<file path="src/rtl/servo_pwm_capture.sv">
// servo_pwm_capture
// Receive side of the servo PWM link. Measures the high time and the
// rise-to-rise period of an asynchronous servo PWM input in whole
// microseconds, range-checks each completed pulse and recovers the
// 10-bit position value x = width - OFFSET_US (clamped to 0..1023).
// Accepted pulses raise sample_valid for one cycle. Rejected pulses raise
// err_range for one cycle. signal_lost stays high until the first accepted
// sample after reset, and is raised again when no rising edge arrives
// within TIMEOUT_US.
module servo_pwm_capture #(
  parameter int CLK_DIV     = 100,
  parameter int OFFSET_US   = 1000,
  parameter int MIN_HIGH_US = 900,
  parameter int MAX_HIGH_US = 2100,
  parameter int TIMEOUT_US  = 6000
) (
  input  logic        clk,
  input  logic        rst,
  input  logic        pwm_in,
  output logic [11:0] width_us,
  output logic [12:0] period_us,
  output logic [9:0]  x_out,
  output logic        sample_valid,
  output logic        err_range,
  output logic        signal_lost
);

  // Prescaler width. A single-bit counter is kept even for CLK_DIV = 1.
  localparam int PW = (CLK_DIV > 1) ? $clog2(CLK_DIV) : 1;
  localparam logic [PW-1:0]     PRESC_MAX = PW'(CLK_DIV - 1);
  localparam logic [11:0]       MIN_HI    = 12'(MIN_HIGH_US);
  localparam logic [11:0]       MAX_HI    = 12'(MAX_HIGH_US);
  localparam logic [12:0]       TIMEOUT   = 13'(TIMEOUT_US);
  localparam logic signed [12:0] OFFSET   = 13'(OFFSET_US);

  typedef enum logic [1:0] {
    ST_IDLE = 2'b00,
    ST_HIGH = 2'b01,
    ST_LOW  = 2'b10
  } state_t;

  // Saturating increment for the 12-bit high-time counter
  function automatic logic [11:0] sat_inc12(input logic [11:0] c);
    if (c == 12'hFFF) begin
      sat_inc12 = c;
    end else begin
      sat_inc12 = c + 12'd1;
    end
  endfunction

  // Saturating increment for the 13-bit period counter
  function automatic logic [12:0] sat_inc13(input logic [12:0] c);
    if (c == 13'h1FFF) begin
      sat_inc13 = c;
    end else begin
      sat_inc13 = c + 13'd1;
    end
  endfunction

  // Position value: signed difference from the offset, clamped to 0..1023
  function automatic logic [9:0] clamp_x(input logic [11:0] hi);
    logic signed [12:0] diff;
    diff = $signed({1'b0, hi}) - OFFSET;
    if (diff < 13'sd0) begin
      clamp_x = 10'd0;
    end else if (diff > 13'sd1023) begin
      clamp_x = 10'd1023;
    end else begin
      clamp_x = diff[9:0];
    end
  endfunction

  // Synchroniser, edge history and history-valid tracking
  logic          s1_r;
  logic          s2_r;
  logic          s3_r;
  logic [2:0]    hist_vld_r;
  logic          rise_s;
  logic          fall_s;

  // Prescaler and measurement counters
  logic [PW-1:0] presc_r;
  logic          tick_s;
  logic [11:0]   hi_cnt_r;
  logic [12:0]   per_cnt_r;
  logic [11:0]   hi_hold_r;
  logic [11:0]   hi_nxt_s;
  logic [12:0]   per_nxt_s;

  // FSM
  state_t        state_r;
  state_t        state_s;
  logic          start_s;
  logic          latch_s;
  logic          eval_s;
  logic          timeout_s;
  logic          in_range_s;

  // Bring the async pin into the clk domain; history_valid masks the
  // artificial edge the zeroed synchroniser would show right after reset,
  // so a pin that is already high at reset release is not taken as a rise.
  always_ff @(posedge clk) begin
    if (rst) begin
      s1_r       <= 1'b0;
      s2_r       <= 1'b0;
      s3_r       <= 1'b0;
      hist_vld_r <= 3'b000;
    end else begin
      s1_r       <= pwm_in;
      s2_r       <= s1_r;
      s3_r       <= s2_r;
      hist_vld_r <= {hist_vld_r[1:0], 1'b1};
    end
  end

  assign rise_s = s2_r & ~s3_r & hist_vld_r[2];
  assign fall_s = ~s2_r & s3_r & hist_vld_r[2];

  // Microsecond prescaler, re-phased on every rise so the measurement
  // starts on a tick boundary; free-running across the falling edge.
  always_ff @(posedge clk) begin
    if (rst) begin
      presc_r <= '0;
    end else if (rise_s) begin
      presc_r <= '0;
    end else if (tick_s) begin
      presc_r <= '0;
    end else begin
      presc_r <= presc_r + PW'(1);
    end
  end

  assign tick_s = (presc_r == PRESC_MAX);

  // Counter values including the tick of the current cycle. A fall or rise
  // that lands on a tick must see that tick, so that a pulse of exactly
  // N*CLK_DIV cycles reads N.
  assign hi_nxt_s  = tick_s ? sat_inc12(hi_cnt_r)  : hi_cnt_r;
  assign per_nxt_s = tick_s ? sat_inc13(per_cnt_r) : per_cnt_r;

  assign in_range_s = (hi_hold_r >= MIN_HI) && (hi_hold_r <= MAX_HI);

  // FSM state register
  always_ff @(posedge clk) begin
    if (rst) begin
      state_r <= ST_IDLE;
    end else begin
      state_r <= state_s;
    end
  end

  // FSM next-state and control decode; a rise in LOW beats a timeout in
  // the same cycle.
  always_comb begin
    state_s   = state_r;
    start_s   = 1'b0;
    latch_s   = 1'b0;
    eval_s    = 1'b0;
    timeout_s = 1'b0;
    case (state_r)
      ST_IDLE: begin
        if (rise_s) begin
          start_s = 1'b1;
          state_s = ST_HIGH;
        end else begin
          state_s = ST_IDLE;
        end
      end
      ST_HIGH: begin
        if (per_cnt_r >= TIMEOUT) begin
          timeout_s = 1'b1;
          state_s   = ST_IDLE;
        end else if (fall_s) begin
          latch_s = 1'b1;
          state_s = ST_LOW;
        end else begin
          state_s = ST_HIGH;
        end
      end
      ST_LOW: begin
        if (rise_s) begin
          eval_s  = 1'b1;
          start_s = 1'b1;
          state_s = ST_HIGH;
        end else if (per_cnt_r >= TIMEOUT) begin
          timeout_s = 1'b1;
          state_s   = ST_IDLE;
        end else begin
          state_s = ST_LOW;
        end
      end
      default: begin
        state_s = ST_IDLE;
      end
    endcase
  end

  // High-time and period counters plus the held high time of the last pulse
  always_ff @(posedge clk) begin
    if (rst) begin
      hi_cnt_r  <= 12'd0;
      per_cnt_r <= 13'd0;
      hi_hold_r <= 12'd0;
    end else if (start_s) begin
      hi_cnt_r  <= 12'd0;
      per_cnt_r <= 13'd0;
    end else begin
      if (state_r == ST_HIGH) begin
        hi_cnt_r <= hi_nxt_s;
      end
      if (state_r != ST_IDLE) begin
        per_cnt_r <= per_nxt_s;
      end
      if (latch_s) begin
        hi_hold_r <= hi_nxt_s;
      end
    end
  end

  // Registered results and strobes; rejected pulses leave the last
  // accepted sample and signal_lost untouched.
  always_ff @(posedge clk) begin
    if (rst) begin
      width_us     <= 12'd0;
      period_us    <= 13'd0;
      x_out        <= 10'd0;
      sample_valid <= 1'b0;
      err_range    <= 1'b0;
      signal_lost  <= 1'b1;
    end else begin
      sample_valid <= 1'b0;
      err_range    <= 1'b0;
      if (eval_s && in_range_s) begin
        width_us     <= hi_hold_r;
        period_us    <= per_nxt_s;
        x_out        <= clamp_x(hi_hold_r);
        sample_valid <= 1'b1;
        signal_lost  <= 1'b0;
      end else if (eval_s) begin
        err_range <= 1'b1;
      end else if (timeout_s) begin
        signal_lost <= 1'b1;
      end
    end
  end

endmodule

</file>
<file path="config.mk">
export PLATFORM = sky130hd
export DESIGN_NAME = servo_pwm_capture
export DESIGN_NICKNAME = d
export VERILOG_FILES = /design/src/rtl/servo_pwm_capture.sv
export SDC_FILE = /design/constraint.sdc
export NUM_CORES = 1
export LEC_CHECK = 0
export BUFFER_PORTS_ARGS = -buffer_cell sky130_fd_sc_hd__buf_2
export CAP_MARGIN = 20
export CORE_MARGIN = 2
export CORE_UTILIZATION = 59
export CTS_CLUSTER_DIAMETER = 80
export CTS_CLUSTER_SIZE = 12
export DETAILED_ROUTE_END_ITERATION = 7
export MAX_ROUTING_LAYER = met4
export PLACE_DENSITY_LB_ADDON = 0.2
export SYNTH_ARGS = -nofsm -noshare
export SYNTH_HDL_FRONTEND = slang
export SYNTH_SLANG_ARGS = --single-unit
</file>
<file path="constraint.sdc">
create_clock -name clk -period 2.45 [get_ports clk]
set_clock_uncertainty 0.15 [all_clocks]
set_input_delay 0.245 -clock clk [delete_from_list [all_inputs] [get_ports clk]]
set_output_delay 0.245 -clock clk [all_outputs]
set_load 0.005 [all_outputs]
</file>
=== Yosys cells after proc, flatten, opt, wreduce, memory -nomap -nowiden ===
Index checks and enable logic that the tools add are counted.

* Register bits after elaboration: 90
* Bits in latches: 0
* Bits in writable memories: 0
* Bits in read-only memories: 0
* Input port bits: 3
* Output and inout port bits: 38
* Word-level logic and storage cells: 76
* Memories: 0

* Add/sub/neg operators: 4
* $mul: 0
* Div/mod/pow operators: 0
* $lt $le $gt $ge: 5
* Equal/unequal tests: 6
* Shifts and indexed selects: 0
* Muxes and demuxes: 27
* Bitwise gates (word level): 7
* Reductions and logical operators: 11

{| class="wikitable"
|+ Operator list
! kind !! count
|-
| 2-to-1 mux 13 bit || 2
|-
| 2-to-1 mux 12 bit || 2
|-
| 2-to-1 mux 10 bit || 2
|-
| 2-to-1 mux 1 bit || 15
|-
| adder 13 x 1 -> 13 bit, second input constant || 1
|-
| equality test 13 bit, second input constant || 1
|-
| greater-or-equal comparator 13 bit, second input constant || 1
|-
| greater-than comparator 13 x 11 -> 1 bit, second input constant || 1
|-
| less-than comparator 13 x 1 -> 1 bit, second input constant || 1
|-
| subtractor 12 x 10 -> 13 bit, second input constant || 1
|-
| adder 12 x 1 -> 12 bit, second input constant || 1
|-
| equality test 12 bit, second input constant || 1
|-
| greater-or-equal comparator 12 x 10 -> 1 bit, second input constant || 1
|-
| less-or-equal comparator 12 bit, second input constant || 1
|-
| 2-to-1 mux 2 bit || 4
|-
| adder 7 x 1 -> 7 bit, second input constant || 1
|-
| equality test 7 bit, second input constant || 1
|-
| one-hot mux 2 bit (3 select lines) || 1
|-
| OR reduction 2 bit || 3
|-
| AND 1 bit || 4
|-
| AND reduction 2 bit || 2
|-
| nonzero test 2 bit || 2
|-
| NOT 1 bit || 3
|-
| OR reduction 3 bit || 1
|-
| 6 further kinds || 7
|}

=== Longest topological paths before layout ===
Gate-level depths: netlist of run 1.

* Depth in word-level cells: 8
* Gate-level depth with buffers: 9
* Gate-level depth less buffers: 7

=== Worst setup path after synthesis of run 1 ===
No wires, ideal clock.

* Path type: register to register
* Start: register presc_r[0]
* End: register hi_cnt_r[11]
* Library setup time: 0.123 ns
* Data arrival time: 1.977 ns
* Required time: 2.177 ns
* Setup slack: 0.200 ns
* Stages on the path, launching flop included: 8
* Buffers on the path: 1
* Clock period less this slack: 2.250 ns
* Cells stage by stage: dfxtp_1 -> ha_1 -> nand4bb_4 -> or4_1 -> buf_2 -> or4b_1 -> o21ai_2 -> o22ai_1

* Cells in the longest elaborated chain, start to end: 2

{| class="wikitable"
|+ Ends and longest elaborated chain
! element !! line !! RTL
|-
| start, declared || 82 || <nowiki>logic [PW-1:0] presc_r;</nowiki>
|-
| start signal, assigned || 129 || <nowiki>presc_r <= presc_r + PW'(1);</nowiki>
|-
| equality test 7 bit || 133 || <nowiki>assign tick_s = (presc_r == PRESC_MAX);</nowiki>
|-
| 2-to-1 mux 12 bit || 138 || <nowiki>assign hi_nxt_s = tick_s ? sat_inc12(hi_cnt_r) : hi_cnt_r;</nowiki>
|-
| end signal, assigned || 209 || <nowiki>hi_cnt_r <= hi_nxt_s;</nowiki>
|-
| end, declared || 84 || <nowiki>logic [11:0] hi_cnt_r;</nowiki>
|}

No other way between the ends.
A chain may end at the register's enable or synchronous reset.

=== Worst setup path after layout of run 1 ===
* Start: register hi_hold_r[3]
* End: register x_out[4]

* Cells in the longest elaborated chain, start to end: 4
* Elaborated cells on any way between the ends: 9
* Those cells by class: add/sub: 1; order compare: 4; mux: 2; reduce/logical: 2

{| class="wikitable"
|+ Ends and longest elaborated chain
! element !! line !! RTL
|-
| start, declared || 86 || <nowiki>logic [11:0] hi_hold_r;</nowiki>
|-
| start signal, assigned || 215 || <nowiki>hi_hold_r <= hi_nxt_s;</nowiki>
|-
| subtractor 12 x 10 -> 13 bit || 63 || <nowiki>diff = $signed({1'b0, hi}) - OFFSET;</nowiki>
|-
| greater-than comparator 13 x 11 -> 1 bit || 66 || <nowiki>end else if (diff > 13'sd1023) begin</nowiki>
|-
| 2-to-1 mux 10 bit || 66 ||
|-
| 2-to-1 mux 10 bit || 64 || <nowiki>if (diff < 13'sd0) begin</nowiki>
|-
| end signal, assigned || 236 || <nowiki>x_out <= clamp_x(hi_hold_r);</nowiki>
|-
| end, declared || 22 || <nowiki>output logic [9:0] x_out,</nowiki>
|}

Several ways; a longest one is shown, not always the timed one.

==> results of run 1 <==
-- worst reg2reg max path, stage by stage, from the launching register on --
cell and delay, ps:
dfxtp_1 470, inv_1 100, ha_1 240, nand3b_1 230
nor4_1 240, a311o_1 390, nand3_1 150, a22o_1 210
-- metal layers --
metal	part of all wire, %	vias up	global-route usage, %
met5	0	-	-
met4	1.6	0	9.366
met3	4.6	17	5.224
met2	45	111	36.16
met1	49	1625	32.54
li1	-	1740	-
-- placed cells by master, fill, tap and decap left out, types with 2 or more instances in the layout --
cell and n:
nor4_1 6, a311o_1 2, xnor2_1 16, o2111ai_1 2, or4_1 2, mux2_2 3, ha_1 9, and3_1 13
a21oi_1 14, clkinv_2 2, mux2i_1 4, nand2_1 27, and4_1 3, and2_1 2, a31o_2 2, a311oi_1 2
a211oi_1 5, o211ai_1 2, or2_2 3, nor2b_1 9, nand4_1 15, buf_2 40, dlygate4sd3_1 2, nand4b_1 2
o21ai_0 10, nand3_1 19, buf_4 15, nand2b_1 4, inv_1 15, nor3_1 18, nor2_1 51, a31oi_1 2
a22o_1 34, xor2_1 21, dfxtp_1 90, or3_1 3, clkbuf_8 9
-- cell type report --
class | count | area (um2) | share of cell area, %
tap | 96 | 120.1 | 2.565
clock inverter | 5 | 56.30 | 1.203
timing repair buffer | 58 | 352.8 | 7.536
inverter | 15 | 56.30 | 1.203
multi-input combinational | 328 | 2167 | 46.29
sequential | 90 | 1802 | 38.48
clock buffer | 10 | 127.6 | 2.726
-- worst max-delay path by stage --
stage | slack (ps) | cells after the start | to
floorplan | 200 | 7 | hi_cnt_r[11]
global placement | 250 | 6 | hi_cnt_r[11]
detailed placement | 180 | 7 | x_out[4]
CTS | 190 | 7 | x_out[4]
global route | 10 | 7 | x_out[9]
finish | 170 | 7 | x_out[4]
-- sequential cells by signal, summed over array words and instances, names as in the netlist, 2 cells and up --
register    flops
per_cnt_r      13
period_us      13
hi_cnt_r       12
hi_hold_r      12
width_us       12
x_out          10
presc_r         7
hist_vld_r      3
state_r         2
-- power groups by stage --
stage / clock (mW) / combinational [mW] / sequential (mW)
2_1_floorplan: 0 / 0.0398 / 1.51
3_3_place_gp: 0 / 0.0498 / 1.51
3_5_place_dp: 0 / 0.0514 / 1.51
4_1_cts: 0.984 / 0.0538 / 1.48
5_1_grt: 1.05 / 0.0595 / 1.48
6_report: 0.964 / 0.0529 / 1.48
-- cells by family (layout without fill, tap and decap cells) --
| logic type | after synthesis | in the layout | share of synthesized area, % |
|---|---|---|---|
| xor gates and xnor gates | 37 | 37 | 7.741 |
| DFF | 90 | 90 | 43.04 |
| AOI/OAI and AO/OA | 88 | 88 | 16.02 |
| muxes | 7 | 7 | 1.763 |
| and+or+nand+nor | 187 | 187 | 23.55 |
| adders and majority gates | 9 | 9 | 2.690 |
| buffers and inverters | 47 | 88 | 5.200 |
-- synth_stat cells (all sizes together) (3+ instances only) --
library cell	n	area share [%]
dfxtp	90	43
nor2	51	4.6
a22o	34	7.1
nand2	27	2.4
xor2	21	4.4
nand3	19	2.3
nor3	18	2.2
clkbuf	17	1.6
xnor2	16	3.3
a21oi	15	1.9
buf	15	2.3
inv	15	1.3
nand4	15	2.2
and3	13	1.9
o21ai	11	1.4
ha	9	2.7
nor2b	9	1.3
nor4	6	0.90
a211oi	5	0.90
mux2i	4	0.96
nand2b	4	0.60
or2	4	0.60
and4	3	0.63
mux2	3	0.81
or3	3	0.45
-- stage by stage --
step / instances / hold WS, ps / power [mW] / setup WS [ps]
finish: 602 / 295.2 / 2.494 / 171.5
global route: 602 / 305.8 / 2.592 / 11.56
CTS: 602 / 299.5 / 2.514 / 185.1
detailed placement: 585 / 285.1 / 1.562 / 184.1
global placement: 585 / 265.4 / 1.560 / 246.8
floorplan: 465 / 223.2 / 1.549 / 199.8
==> results_dict.tcl, run 1 <==
set metrics [dict create \
    status "completed" \
    pwr-share-seq_pct 59.2 \
    maxCapViolCount 0 \
    pwr-share-comb_pct 2.1 \
    worstPathCellList "inv_1, ha_1, nand3b_1, nor4_1, a311o_1, nand3_1, a22o_1" \
    syn-cell-area_um2 4187 \
    path_buf_inv 1 \
    cts-root-buf "clkbuf_8" \
    cp.arrival_ps 2380 \
    fmax_mhz 438.9 \
    hold_depth 1 \
    die_width_um 88.24 \
    ctsHoldBuffers 2 \
    grt_max_degree 37 \
    area_delta_synth_final_pct 11.84 \
    synth_edf_count 0 \
    cts_tree "built" \
    relSlewSlack_pct 67.35 \
    holdPathEnd "presc_r[0]" \
    crit_type "register to register" \
    drc 0 \
    dr.pass1.iters 5 \
    grt_pass1_vias 3133 \
    hold_viol_final 0 \
    vias 3493 \
    ir_drop_mv 0.3314 \
    setup_viol 0 \
    track_usage_pct 24.34 \
    design.core.area_um2 6832 \
    worstHoldStart "presc_r[0]" \
    die-height_um 88.24 \
    htree_levels 3 \
    antenna_found_initial 0 \
    worstMarginPinSlew_ps 487.5 \
    wire_per_inst_um 14.48 \
    finalCritPeriodShare_pct 93.00 \
    fillCellCount 568 \
    grt_overflow 0 \
    path_max_fanout 10 \
    post_cts_buffers 0 \
    fin_util_pct 68.53 \
    r2r_start "hi_hold_r[3]" \
    fin_tns_setup_ps 0 \
    drt-total-wl_um 8718 \
    clockPowerShare_pct 38.7 \
    drive_gt1_share_pct 16.60 \
    fin_crit_ps 2279 \
    switchingPower_mw 0.5406 \
    clkSinkCount 90 \
    drv_slew 0 \
    ant_nets 0 \
    p_leak_nw 1.842 \
    synth-main-ff-cell "dfxtp_1" \
    gp_congestion 0.8920 \
    floorplan.initialDensity_pct 61.28 \
    grt_pass1_wl_um 14570 \
    crit_slowest_cell "dfxtp_1" \
    startpoint_type "register" \
    max_stage_delay_ps 470 \
    hpwl_um 6268 \
    avgSynthCellArea_um2 9.003 \
    numCtsBuffers 9 \
    drtIter0Drc 195 \
    rsz0062_at_grt "no" \
    required_ps 2550 \
    cp-startpoint "hi_hold_r[3]" \
    cts_resized 0 \
    port_buffers 40 \
    synthCells 465 \
    p_sw_share_pct 21.68 \
    ys_ff_latch 90 \
    path_clk_slew_ps 80 \
    rr_worst_depth 7 \
    synth.distinct_cells 60 \
    dpl_cell_area_um2 4478 \
    p_int_mw 1.953 \
    nets 514 \
    r2r_slack_ps 170 \
    min_path_type "register to register" \
    clockBufferDepth 2 \
    async_flop_share_pct 0 \
    yosysSeqAreaShare_pct 43.04 \
    r2r_end "x_out[4]" \
    std_cell_rows 30 \
    cpLargestDelayFamily "simple AND/OR/NAND/NOR gates" \
    routed_via_density 5.802 \
    antenna_cells 0 \
    synth_fp_nets 477 \
    clock_latency_ps 360 \
    dieArea_um2 7785 \
    ios 41 \
    yosys_warnings 0 \
    postLayoutCellArea_um2 4682 \
    powerDensity_nw_per_um2 532.6 \
    cp-end-kind "register" \
]
No activity file was read; power rests on OpenSTA's default activity.
==> run 2: changes to the inputs <==
- CORE_ASPECT_RATIO: unset -> 1.4
- CORE_MARGIN: 2 -> 3
- CORE_UTILIZATION: 59 -> 45
==> results_dict.tcl, run 2 (synthesis gave the netlist of run 1 again) <==
set metrics [dict create \
    status "completed" \
    worstPathCellList "ha_1, nand4bb_4, or4_1, or4b_1, o21ai_2, o22ai_1" \
    startpoint_type "register" \
    path_max_fanout 4 \
    min_path_type "input pin to register" \
    relSlewSlack_pct 51.37 \
    cts-root-buf "clkbuf_16" \
    design.core.area_um2 9029 \
    nets 511 \
    fin_crit_ps 2278 \
    die_width_um 87.52 \
    std_cell_rows 41 \
    grt_pass1_wl_um 15230 \
    antenna_cells 0 \
    floorplan.initialDensity_pct 46.37 \
    setup_ws_ps 172.5 \
    dp.cells 594 \
    finalCritPeriodShare_pct 92.96 \
    htree_levels 3 \
    antenna_found_initial 0 \
    fmax_mhz 439.1 \
    grt_overflow 0 \
    die-height_um 120.1 \
    dr.pass1.iters 5 \
    crit_type "register to register" \
    cp-end-kind "register" \
    rsz0062_at_grt "no" \
    maxCapViolCount 0 \
    dieArea_um2 10510 \
    ir_drop_mv 0.4588 \
    fin_util_pct 53.40 \
    max_stage_delay_ps 550 \
    stdcell_count 611 \
    grt_pass1_vias 3152 \
    dp_slack_ps 184.3 \
    area_delta_synth_final_pct 15.15 \
    drt-total-wl_um 9074 \
    path_clk_slew_ps 60 \
    fillCellCount 845 \
    wire_per_inst_um 14.85 \
    clockBufferDepth 2 \
    track_usage_pct 18.73 \
    drive_gt1_share_pct 16.67 \
    p_leak_nw 1.894 \
    routed_via_density 5.588 \
    final_common_cell "dfxtp_1" \
    gp_congestion 0.8542 \
    hold_viol_final 0 \
    drc 0 \
    fin_tns_setup_ps 0 \
    layout_common_cells "dfxtp_1 (90), nor2_1 (51), buf_2 (40)" \
    cp.arrival_ps 2330 \
    clock_latency_ps 340 \
    vias 3414 \
    worstMarginPinSlew_ps 729.4 \
    required_ps 2500 \
    post_cts_buffers 0 \
    clkSinkCount 90 \
    ant_nets 0 \
    grt_max_degree 37 \
    powerDensity_nw_per_um2 623.6 \
    numCtsBuffers 9 \
    drv_slew 0 \
    ios 41 \
    crit_slowest_cell "or4_1" \
    cts_tree "built" \
    port_buffers 40 \
    largestRegisters "per_cnt_r (13), period_us (13)" \
    setup_viol 0 \
    hpwl_um 6495 \
    drtIter0Drc 146 \
]
-- run 2: cell types whose count changed in the layout (fill, tap and decap cells not counted) --
| cell | before | now |
|---|---|---|
| a311o_2 | 0 | 1 |
| bufinv_16 | 1 | 2 |
| buf_12 | 1 | 2 |
| a311o_1 | 2 | 1 |
| dlygate4sd3_1 | 2 | 1 |
| buf_4 | 15 | 12 |
| clkinv_4 | 1 | 0 |
| clkbuf_8 | 9 | 1 |
| clkbuf_16 | 0 | 9 |
-- run 2: timing repair --
item	in CTS	in global routing
endpoints found under the hold margin	1	0
endpoints found under the setup margin	0	1
resized for setup	0	1
hold buffers	1	0
-- run 2: final timing paths --
kind	startpoint	end	slack (ps)	depth (start not counted)
worst max-delay path	presc_r[0]	hi_cnt_r[11]	170	6
worst max register to register	presc_r[0]	hi_cnt_r[11]	170	6
worst min register to register	hist_vld_r[1]	hist_vld_r[2]	280	1
worst min-delay path	rst	hi_hold_r[8]	120	2
-- run 2: where the power goes --
group          switching, mW  leakage, nW  internal (mW)
combinational         0.0357         1.01         0.0169
sequential           0.00574        0.727           1.47
clock                  0.558        0.156          0.918
-- run 2: worst max-delay path, delay by kind of cell, from the launching register on --
kind            cells  cell delay (ps)
compound gates      2              190
simple gates        3             1190
flops               1              350
fa+ha+maj           1              260
-- run 2: area by class of cell --
type	instances	area, um2	share of cell area, %
inverters	15	56.30	1.168
multi-input cells	328	2168	44.98
repair buffers	55	340.3	7.059
flip-flops and latches	90	1802	37.37
clock buffers	11	242.7	5.035
well taps	107	133.9	2.777
clock inverters	5	77.57	1.609
-- run 2: through the flow --
step / power, mW / hold slack, ps / instance area [um2]
global route: 3.114 / 141.1 / 4821
detailed placement: 1.564 / 270.4 / 4489
floorplan: 1.549 / 223.2 / 4187
finish: 3.006 / 123.7 / 4821
CTS: 3.037 / 121.4 / 4820
global placement: 1.562 / 266.4 / 4489
-- run 2: layer usage --
layer  up-vias  GRT usage [%]  share of wire (%)
met5         -              -                  0
met4         0          7.965                1.8
met3        14          2.610                2.7
met2        57          30.00                 50
met1      1610          23.38                 46
li1       1733              -                  -
